**src/rtl/uart_rx_cfg.sv**
```systemverilog
// Configurable UART receiver: 3-sample majority vote, optional parity, 1 or 2 stop bits.
// Defining UART_RX_BREAK_DET_EN adds the brk_det output and a BREAK wait state.
`timescale 1ns/1ps
module uart_rx_cfg #(
    parameter int unsigned DATA_WIDTH = 8,
    parameter int unsigned PRESCALE_W = 6
) (
    input  logic                  CLK,
    input  logic                  RST,
    input  logic                  RX_IN,
    input  logic [PRESCALE_W-1:0] Prescale,
    input  logic                  PAR_EN,
    input  logic                  PAR_TYP,
    input  logic                  STP2,
    output logic [DATA_WIDTH-1:0] P_DATA,
    output logic                  data_valid,
    output logic                  par_err,
    output logic                  stp_err
`ifdef UART_RX_BREAK_DET_EN
    ,
    output logic                  brk_det
`endif
);

    localparam int unsigned PW    = PRESCALE_W;
    localparam int unsigned DW    = DATA_WIDTH;
    localparam int unsigned BIT_W = $clog2(DATA_WIDTH);

    typedef enum logic [2:0] {
        S_IDLE,
        S_START,
        S_DATA,
        S_PARITY,
        S_STOP
`ifdef UART_RX_BREAK_DET_EN
        ,
        S_BREAK
`endif
    } state_t;

    state_t          state_q, state_d;
    logic [PW-1:0]   edge_q, edge_d;
    logic [BIT_W-1:0] bit_q, bit_d;
    logic [2:0]      smp_q, smp_d;
    logic [DW-1:0]   shreg_q, shreg_d;
    logic [PW-1:0]   presc_q, presc_d;
    logic            par_en_q, par_en_d;
    logic            par_typ_q, par_typ_d;
    logic            stp2_q, stp2_d;
    logic            par_bad_q, par_bad_d;
    logic            stp_bad_q, stp_bad_d;
    logic            armed_q, armed_d;
    logic [DW-1:0]   p_data_q, p_data_d;
    logic            dv_q, dv_d;
    logic            pe_q, pe_d;
    logic            se_q, se_d;
`ifdef UART_RX_BREAK_DET_EN
    logic            zero_q, zero_d;
    logic            brk_q, brk_d;
`endif

    logic [PW-1:0]   half_c;
    logic            vote_c, vote_edge_c, bit_end_c, stp_fail_c;

    assign half_c      = presc_q >> 1;
    assign vote_c      = (smp_q[0] & smp_q[1]) | (smp_q[0] & smp_q[2]) | (smp_q[1] & smp_q[2]);
    assign vote_edge_c = (edge_q == half_c + PW'(2));
    assign bit_end_c   = (edge_q == presc_q - PW'(1));
    assign stp_fail_c  = stp_bad_q | ~vote_c;

    // Next-state, counters, sampling and registered output pulses
    always_comb begin
        state_d   = state_q;
        edge_d    = edge_q;
        bit_d     = bit_q;
        smp_d     = smp_q;
        shreg_d   = shreg_q;
        presc_d   = presc_q;
        par_en_d  = par_en_q;
        par_typ_d = par_typ_q;
        stp2_d    = stp2_q;
        par_bad_d = par_bad_q;
        stp_bad_d = stp_bad_q;
        armed_d   = armed_q | RX_IN;
        p_data_d  = p_data_q;
        dv_d      = 1'b0;
        pe_d      = 1'b0;
        se_d      = 1'b0;
`ifdef UART_RX_BREAK_DET_EN
        zero_d    = zero_q;
        brk_d     = 1'b0;
`endif

        if (state_q != S_IDLE) begin
            if (edge_q == half_c - PW'(1)) smp_d[0] = RX_IN;
            if (edge_q == half_c)          smp_d[1] = RX_IN;
            if (edge_q == half_c + PW'(1)) smp_d[2] = RX_IN;
            edge_d = bit_end_c ? '0 : edge_q + PW'(1);
        end

        case (state_q)
            S_IDLE: begin
                edge_d = '0;
                bit_d  = '0;
                // A start edge only counts once the line has been seen idle
                if (armed_q && !RX_IN) begin
                    state_d   = S_START;
                    presc_d   = Prescale;
                    par_en_d  = PAR_EN;
                    par_typ_d = PAR_TYP;
                    stp2_d    = STP2;
                    par_bad_d = 1'b0;
                    stp_bad_d = 1'b0;
`ifdef UART_RX_BREAK_DET_EN
                    zero_d    = 1'b1;
`endif
                end
            end
            S_START: begin
                if (vote_edge_c && vote_c) begin
                    state_d = S_IDLE;
                    edge_d  = '0;
                end else if (bit_end_c) begin
                    state_d = S_DATA;
                    bit_d   = '0;
                end
            end
            S_DATA: begin
                if (vote_edge_c) begin
                    shreg_d = {vote_c, shreg_q[DW-1:1]};
`ifdef UART_RX_BREAK_DET_EN
                    zero_d  = zero_q & ~vote_c;
`endif
                end
                if (bit_end_c) begin
                    if (bit_q == BIT_W'(DW - 1)) begin
                        bit_d   = '0;
                        state_d = par_en_q ? S_PARITY : S_STOP;
                    end else begin
                        bit_d = bit_q + BIT_W'(1);
                    end
                end
            end
            S_PARITY: begin
                if (vote_edge_c) begin
                    par_bad_d = vote_c ^ (^shreg_q) ^ par_typ_q;
`ifdef UART_RX_BREAK_DET_EN
                    zero_d    = zero_q & ~vote_c;
`endif
                end
                if (bit_end_c) begin
                    state_d = S_STOP;
                    bit_d   = '0;
                end
            end
            S_STOP: begin
                if (vote_edge_c && stp2_q && (bit_q == '0)) begin
                    stp_bad_d = stp_fail_c;
`ifdef UART_RX_BREAK_DET_EN
                    zero_d    = zero_q & ~vote_c;
`endif
                end else if (vote_edge_c) begin
                    // Last stop bit: report now and re-arm without waiting for the bit to end
                    state_d = S_IDLE;
                    edge_d  = '0;
                    bit_d   = '0;
`ifdef UART_RX_BREAK_DET_EN
                    if (zero_q && !vote_c) begin
                        brk_d   = 1'b1;
                        state_d = S_BREAK;
                    end else
`endif
                    begin
                        pe_d = par_bad_q;
                        se_d = stp_fail_c;
                        if (!par_bad_q && !stp_fail_c) begin
                            dv_d     = 1'b1;
                            p_data_d = shreg_q;
                        end
                    end
                end
                if (bit_end_c && !vote_edge_c) bit_d = bit_q + BIT_W'(1);
            end
`ifdef UART_RX_BREAK_DET_EN
            S_BREAK: begin
                edge_d = '0;
                if (RX_IN) state_d = S_IDLE;
            end
`endif
            default: begin
                state_d = S_IDLE;
                edge_d  = '0;
                bit_d   = '0;
            end
        endcase
    end

    always_ff @(posedge CLK or negedge RST) begin
        if (!RST) begin
            state_q   <= S_IDLE;
            edge_q    <= '0;
            bit_q     <= '0;
            smp_q     <= '0;
            shreg_q   <= '0;
            presc_q   <= '0;
            par_en_q  <= 1'b0;
            par_typ_q <= 1'b0;
            stp2_q    <= 1'b0;
            par_bad_q <= 1'b0;
            stp_bad_q <= 1'b0;
            armed_q   <= 1'b0;
            p_data_q  <= '0;
            dv_q      <= 1'b0;
            pe_q      <= 1'b0;
            se_q      <= 1'b0;
`ifdef UART_RX_BREAK_DET_EN
            zero_q    <= 1'b0;
            brk_q     <= 1'b0;
`endif
        end else begin
            state_q   <= state_d;
            edge_q    <= edge_d;
            bit_q     <= bit_d;
            smp_q     <= smp_d;
            shreg_q   <= shreg_d;
            presc_q   <= presc_d;
            par_en_q  <= par_en_d;
            par_typ_q <= par_typ_d;
            stp2_q    <= stp2_d;
            par_bad_q <= par_bad_d;
            stp_bad_q <= stp_bad_d;
            armed_q   <= armed_d;
            p_data_q  <= p_data_d;
            dv_q      <= dv_d;
            pe_q      <= pe_d;
            se_q      <= se_d;
`ifdef UART_RX_BREAK_DET_EN
            zero_q    <= zero_d;
            brk_q     <= brk_d;
`endif
        end
    end

    assign P_DATA     = p_data_q;
    assign data_valid = dv_q;
    assign par_err    = pe_q;
    assign stp_err    = se_q;
`ifdef UART_RX_BREAK_DET_EN
    assign brk_det    = brk_q;
`endif

endmodule

```
**config.mk**
```make
export PLATFORM = sky130hd
export DESIGN_NAME = uart_rx_cfg
export DESIGN_NICKNAME = d
export VERILOG_FILES = /design/src/rtl/uart_rx_cfg.sv
export SDC_FILE = /design/constraint.sdc
export NUM_CORES = 1
export LEC_CHECK = 0
export CELL_PAD_IN_SITES_DETAIL_PLACEMENT = 0
export CELL_PAD_IN_SITES_GLOBAL_PLACEMENT = 2
export CORE_ASPECT_RATIO = 1.5
export CORE_MARGIN = 2
export CORE_UTILIZATION = 38
export DETAILED_ROUTE_END_ITERATION = 12
export PLACE_DENSITY_LB_ADDON = 0.12
export SETUP_SLACK_MARGIN = 0.05
export SLEW_MARGIN = 15
export SYNTH_ARGS = -nofsm -noshare
export SYNTH_HDL_FRONTEND = slang
export SYNTH_SLANG_ARGS = --single-unit
```
**constraint.sdc**
```tcl
create_clock -name CLK -period 3.5 [get_ports CLK]
set_input_delay 0.7 -clock CLK [delete_from_list [all_inputs] [get_ports CLK]]
set_output_delay 0.7 -clock CLK [all_outputs]
set_load 0.03 [all_outputs]
```
==> summary.txt <==
Largest net degree at the start of global routing = 47
Crit end category = flip-flop
Clk sinks = 46
Post-route setup TNS = 0 ns
Internal power component = 1.31 mW
Placed insts = 343
Hold Fails Final Rpt = 0
Layout cell share with drive strength beyond 1 = 16.1%
Sequential power share = 37.0%
Clock network fraction of design power = 15.0%
Initial drt markers = 56
Leakage = 1.32 nW
Chip height = 107 um
Wire length per cell = 16.3 um
GP Congestion = 0.777
Most common cell after layout, fill and taps aside = dfrtp_1
Crit path kind = reg2reg
Final setup violation count = 0
Max Cap Viol = 0
Ys flop type = dfrtp_1
Synth Net Count = 275
Synthesized instance count = 252
Final ANT Viol Nets = 0
Hold crit path type = reg2reg
GRT Residual Overflow = 0
Seq/Total Area, Yosys = 42.7%
I/O Buffers = 22
FF+latch count, synth = 46
Global-route wire length before repair = 9600 um
Worst hold start = armed_q
CP Launch Type = flip-flop
CP Max Fanout = 9
Max Clock Freq = 362 MHz
Core Area = 6850 um^2
Clock transition at path regs = 0.09 ns
Vias per inst = 5.32
Run status = finished, final reports clean
DR vias = 1869
Total clock buffers created by CTS = 5
Cell Area, Synth = 2700 um^2
Sw frac = 42.0%
Die area = 7810 um^2
Max-slew violations = 0
Num rows = 37
Final Util = 44.7%
Cells on worst reg2reg path = 6
Total GRT Usage = 16.1%
Post-synth EDFFs = 0
Worst slew margin = 30.7%
Critical path arrival = 2.95 ns
Hold path depth = 1
Bufs on Longest Clock Path = 2
Hold_buf cts = 0
Most frequent cells in the layout = dfrtp_1 (46), xnor2_1 (28), mux2_2 (27)
Netlist cell types = 49
Period minus WS final = 2.76 ns
HPWL after detailed placement = 4360 um
Die span in x = 72.8 um
Worst VDD drop = 295 uV
Setup Fix Bufs, Post-CTS = 0
Cell Count, Final, Fillers Out = 351
Slew at the pin closest to its max-slew limit = 1.04 ns
Pre-CTS setup slack = 0.712 ns
RSZ-0062 raised after global routing = false
Initial antenna violation count = 0
Yosys warns = 0
Switching pwr = 0.950 mW
DRC viols = 0
Post-CTS sizing = 0
R2R setup slack = 0.74 ns
Required time worst endpoint = 3.69 ns
Root Driver = clkbuf_8
Capturing point of the worst reg2reg path = P_DATA[0]
Final Net Count = 295
Vias in the first global route = 1974
Antenna diodes = 0
Layout area overhead = 13.5%
Mean area per synthesized cell = 10.7 um^2
Final period utilization = 78.9%
Pwr Density = 739 nW/um^2
Worst skew pair latency = 0.30 ns
H-tree levels = 2
CTS tree = built
R2R Path Start = presc_q[3]
DRT Wirelength = 5730 um
Post-route setup slack = 0.740 ns
Combinational Power Share = 47.9%
Initial core utilization = 39.4%
Num ports = 23
Asr flop ratio synth = 100%
Drt first pass iters = 4
Min-Delay Endpoint = armed_q
Final Skew = 0.00555 ns
-- through the flow --
stage          hold slack, ns  area (um^2)  power (mW)
2_1_floorplan           0.404         2700        1.70
3_3_place_gp            0.471         2970        1.96
3_5_place_dp            0.477         2970        1.95
4_1_cts                 0.500         3060        2.31
5_1_grt                 0.534         3060        2.44
6_report                0.497         3060        2.26
-- Yosys cell counts, types with 3 or more instances --
| library cell | instances | area share [%] |
|---|---|---|
| inv_1 | 12 | 1.7 |
| nor3_1 | 8 | 1.5 |
| nor2_1 | 16 | 2.2 |
| ha_1 | 11 | 5.1 |
| xor2_1 | 8 | 2.6 |
| clkbuf_1 | 3 | 0.42 |
| a21oi_1 | 8 | 1.5 |
| and3_1 | 3 | 0.70 |
| mux2_2 | 27 | 11 |
| nand3_1 | 5 | 0.93 |
| dfrtp_1 | 46 | 43 |
| nand2_1 | 16 | 2.2 |
| xnor2_1 | 28 | 9.1 |
| nor2b_1 | 3 | 0.70 |
| mux2i_1 | 3 | 1.1 |
| buf_2 | 3 | 0.56 |
| o21ai_0 | 10 | 1.9 |
-- critical path, stage by stage (launching register included) --
cell       delay, ns
dfrtp_1         0.49
ha_1            0.30
o21ba_2         0.24
a221oi_4        0.35
o2111ai_2       0.24
nor4_4          0.62
mux2_2          0.40
-- state kept, by name, summed over array words and instances, names as in the netlist --
name,flops
data_valid,1
par_bad_q,1
par_en_q,1
stp_err,1
edge_q,6
bit_q,3
P_DATA,8
armed_q,1
stp_bad_q,1
stp2_q,1
shreg_q,8
smp_q,3
par_err,1
presc_q,6
state_q,3
par_typ_q,1
-- logic make-up (layout without fill, tap and decap cells) --
kind of cell    after synthesis  after routing  synth area share [%]
flops                        46             46                  42.7
xor+xnor                     36             36                  11.7
compound gates               39             39                  10.9
simple gates                 68             68                  13.7
buf+inv                      22             43                  3.52
fa+ha+maj                    11             11                  5.10
mux                          30             30                  12.4
-- routing by layer --
layer  global-route usage, %  vias to the layer above  share of wire (%)
met5                       0                        -                  0
met3                    2.82                        8                2.1
met4                    6.61                        0                2.5
li1                        -                      921                  -
met2                    28.8                       18                 54
met1                    18.4                      922                 42
-- how the worst max path moves through the flow --
stage,depth (start not counted),from,end
2_1_floorplan,6,presc_q[2],P_DATA[0]
3_3_place_gp,6,presc_q[3],P_DATA[3]
3_5_place_dp,6,presc_q[3],P_DATA[0]
4_1_cts,6,presc_q[3],P_DATA[0]
5_1_grt,6,presc_q[3],P_DATA[6]
6_report,6,presc_q[3],P_DATA[0]
-- cell type report --
type | instances | area [um^2]
Inverter | 12 | 45.0
Multi-Input combinational cell | 184 | 1450
Clock buffer | 5 | 68.8
Timing Repair Buffer | 23 | 223
Sequential cell | 46 | 1150
Tap cell | 78 | 97.6
Clock inverter | 3 | 25.0
Fill cell | 694 | 3790
-- power groups by stage --
stage,sequential (mW),clock (mW),combinational (mW)
final,0.838,0.340,1.08
after global routing,0.866,0.374,1.20
after CTS,0.842,0.358,1.11
after detailed placement,0.854,0,1.10
after global placement,0.851,0,1.10
after floorplan,0.738,0,0.957
Note: power is estimated with default switching activity, not from simulation.
